===== config.mk =====
export PLATFORM = sky130hd
export DESIGN_NAME = pipelined_adder_nbit
export DESIGN_NICKNAME = d
export VERILOG_FILES = /design/src/rtl/pipelined_adder_nbit_pkg.sv /design/src/rtl/pipelined_adder_nbit_adder_slice.sv /design/src/rtl/pipelined_adder_nbit.sv
export SDC_FILE = /design/constraint.sdc
export NUM_CORES = 1
export LEC_CHECK = 0
export ABC_AREA = 1
export CELL_PAD_IN_SITES_DETAIL_PLACEMENT = 2
export CELL_PAD_IN_SITES_GLOBAL_PLACEMENT = 2
export CORE_UTILIZATION = 38
export DETAILED_ROUTE_END_ITERATION = 10
export PLACE_DENSITY = 0.92
export RECOVER_POWER = 25
export SETUP_SLACK_MARGIN = 0.4
export SLEW_MARGIN = 0
export SYNTH_ARGS = -nofsm -noshare
export SYNTH_HDL_FRONTEND = slang
export SYNTH_SLANG_ARGS = --single-unit

===== constraint.sdc =====
create_clock -name clk -period 12.64 [get_ports clk]
set_input_delay 3.792 -clock clk [delete_from_list [all_inputs] [get_ports clk]]
set_output_delay 3.792 -clock clk [all_outputs]
set_load 0.02 [all_outputs]

===== src/rtl/pipelined_adder_nbit_pkg.sv =====
`default_nettype none
// ============================================================================
//  Module   : pipelined_adder_nbit_pkg
//  Brief    : Shared ULA definitions: operation encoding and the parameter
//             legality check used by the pipelined adder.
//  Revision : 1.0 - initial release
// ============================================================================
package pipelined_adder_nbit_pkg;

  // Operation select encoding for the Op input
  localparam logic OP_ADD = 1'b0;
  localparam logic OP_SUB = 1'b1;

  // True when the width can be split into equal slices, one per stage
  function automatic bit params_ok(input int width, input int stages);
    return (width >= 2) && (stages >= 1) && (stages <= width) &&
           ((width % stages) == 0);
  endfunction

endpackage
`default_nettype wire


===== src/rtl/pipelined_adder_nbit_adder_slice.sv =====
`default_nettype none
// ============================================================================
//  Module   : full_adder / adder_slice
//  Brief    : 1-bit full adder cell and the SW-bit ripple slice built from it.
//             The slice also exposes the carry into its MSB so the last
//             stage can derive signed overflow.
//  Revision : 1.0 - initial release
// ============================================================================
module full_adder (
  input  logic i_a,
  input  logic i_b,
  input  logic i_c,
  output logic o_s,
  output logic o_c
);
  assign o_s = i_a ^ i_b ^ i_c;
  assign o_c = (i_a & i_b) | (i_c & (i_a ^ i_b));
endmodule

module adder_slice #(
  parameter int SW = 8
) (
  input  logic [SW-1:0] i_a,
  input  logic [SW-1:0] i_b,
  input  logic          i_cin,
  output logic [SW-1:0] o_sum,
  output logic          o_cout,
  output logic          o_c_msb
);
  // w_carry[i] is the carry into bit i; w_carry[SW] leaves the slice
  logic [SW:0] w_carry;

  assign w_carry[0] = i_cin;

  for (genvar i = 0; i < SW; i++) begin : g_bit
    full_adder u_fa (
      .i_a (i_a[i]),
      .i_b (i_b[i]),
      .i_c (w_carry[i]),
      .o_s (o_sum[i]),
      .o_c (w_carry[i+1])
    );
  end

  assign o_cout  = w_carry[SW];
  assign o_c_msb = w_carry[SW-1];
endmodule
`default_nettype wire


===== src/rtl/pipelined_adder_nbit.sv =====
`default_nettype none
// ============================================================================
//  Module   : pipelined_adder_nbit
//  Brief    : WIDTH-bit two's-complement adder/subtractor split into STAGES
//             carry-chained slices, one slice per clock, with a valid/ready
//             handshake that freezes the whole pipe on backpressure.
//  Revision : 1.0 - initial release
// ============================================================================
module pipelined_adder_nbit
  import pipelined_adder_nbit_pkg::*;
#(
  parameter int WIDTH  = 32,
  parameter int STAGES = 4
) (
  input  logic             clk,
  input  logic             rst,
  input  logic             in_valid,
  output logic             in_ready,
  input  logic [WIDTH-1:0] A,
  input  logic [WIDTH-1:0] B,
  input  logic             Cin,
  input  logic             Op,
  output logic             out_valid,
  input  logic             out_ready,
  output logic [WIDTH-1:0] Sum,
  output logic             Cout,
  output logic             Overflow,
  output logic             Zero
);

  localparam int SW = WIDTH / STAGES;

  if (!params_ok(WIDTH, STAGES)) begin : g_param_check
    $error("pipelined_adder_nbit: WIDTH must be >= 2 and a multiple of STAGES");
  end

  // Single advance enable: every stage moves together or holds together
  logic             w_adv;
  logic [WIDTH-1:0] w_b_in0;
  logic             w_c_in0;

  assign w_adv    = !out_valid || out_ready;
  assign in_ready = w_adv;

  // Subtraction is A + ~B + 1; Cin only matters for addition
  assign w_b_in0 = (Op == OP_SUB) ? ~B : B;
  assign w_c_in0 = (Op == OP_ADD) ? Cin : 1'b1;

  for (genvar k = 0; k < STAGES; k++) begin : g_stage
    // Operand bits still unconsumed on entry, and result bits known on exit
    localparam int IN_W   = WIDTH - k * SW;
    localparam int DONE_W = (k + 1) * SW;

    logic [IN_W-1:0]   w_a_in;
    logic [IN_W-1:0]   w_b_in;
    logic              w_c_in;
    logic              w_vld_in;
    logic [SW-1:0]     w_slice_sum;
    logic              w_slice_cout;
    logic              w_slice_cmsb;
    logic [DONE_W-1:0] w_sum_next;

    logic [DONE_W-1:0] sum_d, sum_q;
    logic              cout_d, cout_q;
    logic              vld_d, vld_q;

    if (k == 0) begin : g_head
      assign w_a_in     = A;
      assign w_b_in     = w_b_in0;
      assign w_c_in     = w_c_in0;
      assign w_vld_in   = in_valid;
      assign w_sum_next = w_slice_sum;
    end else begin : g_body
      assign w_a_in     = g_stage[k-1].g_fwd.a_q;
      assign w_b_in     = g_stage[k-1].g_fwd.b_q;
      assign w_c_in     = g_stage[k-1].cout_q;
      assign w_vld_in   = g_stage[k-1].vld_q;
      assign w_sum_next = {w_slice_sum, g_stage[k-1].sum_q};
    end

    adder_slice #(.SW(SW)) u_slice (
      .i_a     (w_a_in[SW-1:0]),
      .i_b     (w_b_in[SW-1:0]),
      .i_cin   (w_c_in),
      .o_sum   (w_slice_sum),
      .o_cout  (w_slice_cout),
      .o_c_msb (w_slice_cmsb)
    );

    // Load the partial result, slice carry and valid bit, or hold on stall
    always_comb begin
      sum_d  = sum_q;
      cout_d = cout_q;
      vld_d  = vld_q;
      if (w_adv) begin
        sum_d  = w_sum_next;
        cout_d = w_slice_cout;
        vld_d  = w_vld_in;
      end
    end

    // Stage result registers; reset clears every in-flight beat
    always_ff @(posedge clk or posedge rst) begin
      if (rst) begin
        sum_q  <= '0;
        cout_q <= 1'b0;
        vld_q  <= 1'b0;
      end else begin
        sum_q  <= sum_d;
        cout_q <= cout_d;
        vld_q  <= vld_d;
      end
    end

    if (k < STAGES - 1) begin : g_fwd
      // Upper operand slices travel alongside the beat until consumed
      localparam int FWD_W = IN_W - SW;

      logic [FWD_W-1:0] a_d, a_q;
      logic [FWD_W-1:0] b_d, b_q;

      // Forward the not-yet-added operand bits, or hold on stall
      always_comb begin
        a_d = a_q;
        b_d = b_q;
        if (w_adv) begin
          a_d = w_a_in[IN_W-1:SW];
          b_d = w_b_in[IN_W-1:SW];
        end
      end

      // Operand skew registers
      always_ff @(posedge clk or posedge rst) begin
        if (rst) begin
          a_q <= '0;
          b_q <= '0;
        end else begin
          a_q <= a_d;
          b_q <= b_d;
        end
      end
    end else begin : g_tail
      logic ovf_d, ovf_q;
      logic zero_d, zero_q;

      // Flags come from the fully assembled result in the final stage
      always_comb begin
        ovf_d  = ovf_q;
        zero_d = zero_q;
        if (w_adv) begin
          ovf_d  = w_slice_cmsb ^ w_slice_cout;
          zero_d = (w_sum_next == '0);
        end
      end

      // Flag registers, aligned with the final Sum and Cout
      always_ff @(posedge clk or posedge rst) begin
        if (rst) begin
          ovf_q  <= 1'b0;
          zero_q <= 1'b0;
        end else begin
          ovf_q  <= ovf_d;
          zero_q <= zero_d;
        end
      end
    end
  end

  assign out_valid = g_stage[STAGES-1].vld_q;
  assign Sum       = g_stage[STAGES-1].sum_q;
  assign Cout      = g_stage[STAGES-1].cout_q;
  assign Overflow  = g_stage[STAGES-1].g_tail.ovf_q;
  assign Zero      = g_stage[STAGES-1].g_tail.zero_q;

endmodule
`default_nettype wire


**Word level (Yosys, flattened, before mapping)**

Index checks and enable logic that the tools add are counted.

- Register bits: 186
- Output and inout bits: 37
- Logic and storage cells: 187

- Mux-type cells: 2
- Bitwise gates (word level): 162
- Reductions and logical operators: 3

Operators by type and width:

| cell | number |
|---|---|
| $xor 1x1->1 | 65 |
| $and 1x1->1 | 64 |
| $logic_not 32->1 | 1 |
| $mux 32 | 1 |
| $not 32->32 | 1 |
| $or 1x1->1 | 32 |
| $logic_not 1->1 | 1 |
| $logic_or 1x1->1 | 1 |
| $mux 1 | 1 |

**Longest topological paths before layout**

- Depth in word-level cells: 19
- Gate-level depth with buffers: 17
- Mapped depth without buffers: 17

**Cells and area by module**

A second synthesis with hierarchy kept.

- Cells, all modules: 809
- Area, all modules: 7973.9 sq um

Modules (own cells, without submodules):

| module | instances | cells an instance | area each (sq um) | seq. area each (sq um) |
|---|---|---|---|---|
| pipelined_adder_nbit | 1 | 777 | 7333.3 | 4654.5 |
| full_adder | 32 | 1 | 20.0 | 0.0 |

**Worst setup path after synthesis**

Ideal clock, no wire load.

- Path kind: in2out
- Start point: input port out_ready
- End point: output port in_ready
- Data arrival time: 4263 ps
- Required time: 8848 ps
- Path slack: 4585 ps
- Stages on the path: 4
- Path buffers: 2
- Cells stage by stage: inv_1 > nand2_4 > buf_6 > buf_2

- Longest elaborated chain between the ends: 1

Ends and longest elaborated chain:

| element | RTL line | text |
|---|---|---|
| start, declared | pipelined_adder_nbit.sv:24 | `input logic out_ready,` |
| $logic_or 1x1->1 | pipelined_adder_nbit.sv:42 | `assign w_adv = !out_valid \|\| out_ready;` |
| end, declared | pipelined_adder_nbit.sv:18 | `output logic in_ready,` |

Every way passes these cells.

**Worst setup path after layout**

Ends and elaborated chain as after synthesis.

==> qor.yml <==
outcome: "finished, violations left"
failed_checks: "capacitance limit, slew limit"
wl_met2_um: 12900
fp.dieArea_um2: 21900
drtIter0Drc: 293
nNetsFinal: 1008
fin_crit_sh_pct: 73.6
power_density_nw_per_um2: 268
htreeDepth: 4
cts_hold_buf: 0
overflow: 0
crit_required_ns: 8.85
max_freq_mhz: 108
synth_top_cell_area_share_pct: 57.6
clock_sink_count: 186
grt_max_degree: 125
fin_skew_ns: 0.0110
worst_pin_slew_ns: 5.52
drt_pass1_iterations: 4
wl_per_cell_um: 20.6
slew_headroom_pct: -270
place_hpwl_um: 15100
avgViaCountPerCell: 4.93
seqCellArea_um2: 4650
final_common_cell: "nand2_1"
drc: 0
grt_pass1_vias: 6784
nFillCells: 2136
seq_area_frac_synth_pct: 57.6
totalWireLength_um: 24500
finalWeightedCongestion: 0.735
vias: 5856
synth_cell_type_count: 19
worst-path-max-fanout: 55
ys_warn_count: 0
ant_nets: 0
whs_ns: 0.479
ios: 107
antenna_found_initial: 0
setup_tns_ns: 0
cap_violations: 1
post-route-min-period_ns: 9.30
slew_viol_final: 125
layout_common_cells: "303 x nand2_1, 186 x dfrtp_1, 104 x clkdlybuf4s50_1, 103 x o21ai_0, 69 x inv_1"
cts_tree: "yes"
syn_nets: 923
cts-root-buf: "clkbuf_16"
synth-seq-cells: 186
layout-drive-gt1-share_pct: 4.24
cts.clk_slew.worst_paths_ns: 0.07
synth.cell_area_um2: 8080
numCtsBuffers: 17
wl_met1_um: 10100
area_growth_pct: 20.8
synth_top_cell_by_area: "dfrtp_1"
hold_path.class: "register to register"
clk-insertion-delay-late_ns: 0.44
leakage_nw: 4.56
irDropWorstVdd_uv: 112
criticalPathCategory: "input port to output pin"
grt_pass1_wl_um: 39500
rows: 52
critPathCaptureType: "output pin"
post-cts-setup-buffer-count: 0
cts_resized: 0
grt_use_total_pct: 24.3
startpoint_type: "input port"
die_w_um: 148
synth_area_leaders: "dfrtp_1 58%, nand2_1 14%, fa_1 7.9%, o21ai_0 6.4%, xnor2_1 3.4%"
port_buffers: 106
setup_viol: 0
clockBufferDepth: 2
finalHoldViolations: 0
maxUsedRoutingLayer: "met4"
start_util_pct: 39.3
synth_cells: 821
wl_met3_um: 707
avgSynthCellArea_um2: 9.85
cp.arrival_ns: 5.51
core_region_area_um2: 20600
rsz0062_at_grt: "false"
antenna_cells: 0
multi_input_area_um2: 2820
die_h_um: 148
[Yosys cell counts]
library cell / instances
buf_2: 9
buf_4: 7
buf_6: 17
buf_8: 1
clkbuf_1: 8
clkbuf_2: 2
dfrtp_1: 186
fa_1: 32
inv_1: 70
inv_4: 1
nand2_1: 303
nand2_4: 1
nand3_1: 5
nor2_1: 17
o21ai_0: 103
o21ai_1: 25
o21ai_2: 1
xnor2_1: 31
xor2_1: 2
[stage by stage]
step | cells | power [W] | setup slack, ns | util, % | cell area, um2
after floorplan | 821 | 0.00159 | 3.79 | - | 8080
after global placement | 1157 | 0.00189 | 3.36 | 44.6 | 9170
after detailed placement | 1157 | 0.00201 | 3.36 | 44.6 | 9170
after CTS | 1189 | 0.00264 | 3.35 | 47.5 | 9770
after global routing | 1189 | 0.00278 | 3.28 | 47.5 | 9770
final | 1189 | 0.00262 | 3.34 | 47.5 | 9770
[kinds of logic (layout without fill, tap and decap cells)]
kind of cell	Yosys count	after routing	synth area share, %
and+or+nand+nor	326	326	15.3
DFF	186	186	57.6
AOI/OAI and AO/OA	129	129	8.03
buffers and inverters	115	213	7.58
xor gates and xnor gates	33	33	3.58
adders and majority gates	32	32	7.92
[registers in the layout (all words and copies together) (netlist names)]
signal             flops
Overflow               1
out_valid              1
g_stage.sum_q         48
Zero                   1
Cout                   1
g_stage.g_fwd.a_q     48
g_stage.g_fwd.b_q     48
Sum                   32
g_stage.cout_q         3
g_stage.vld_q          3
[area by class of cell]
class	instances	share of cell area (%)
Sequential cell	186	47.7
Multi-Input combinational cell	520	28.8
Timing Repair Buffer	110	11.1
Clock buffer	19	4.43
Tap cell	270	3.46
Inverter	71	2.79
Clock inverter	13	1.70
[worst paths after layout]
check                                  start                        to  slack, ns  depth (start not counted)
setup / recovery                   out_ready                  in_ready       3.34                          4
hold / removal                       Sum[26]                   Sum[26]       0.48                          2
setup reg to reg           g_stage[2].cout_q                      Zero       8.05                         17
hold reg to reg                      Sum[26]                   Sum[26]       0.48                          2
max in group asynchronous                rst  g_stage[1].g_fwd.b_q[13]       4.53                          3
min in group asynchronous                rst       g_stage[1].sum_q[1]       5.51                          2
[where the power goes]
group	switching, W	internal [W]	leakage, nW	total, W
Clock	0.000244	0.000313	0.284	0.000557
Combinational	0.000647	0.000378	2.01	0.00102
Sequential	0.000178	0.000860	2.26	0.00104
Total	0.00107	0.00155	4.56	0.00262
[critical path, stage by stage]
cell and delay (ns):
clkdlybuf4s50_1 0.46, inv_1 0.07, nand2_4 0.44, clkdlybuf4s50_1 0.72
[metal layers]
metal | global-route usage, % | vias to the layer above
met5 | 0 | -
met4 | 10.3 | 0
met3 | 3.83 | 41
met2 | 43.4 | 127
met1 | 29.2 | 3009
li1 | - | 2679
(Power assumes the default switching activity.)
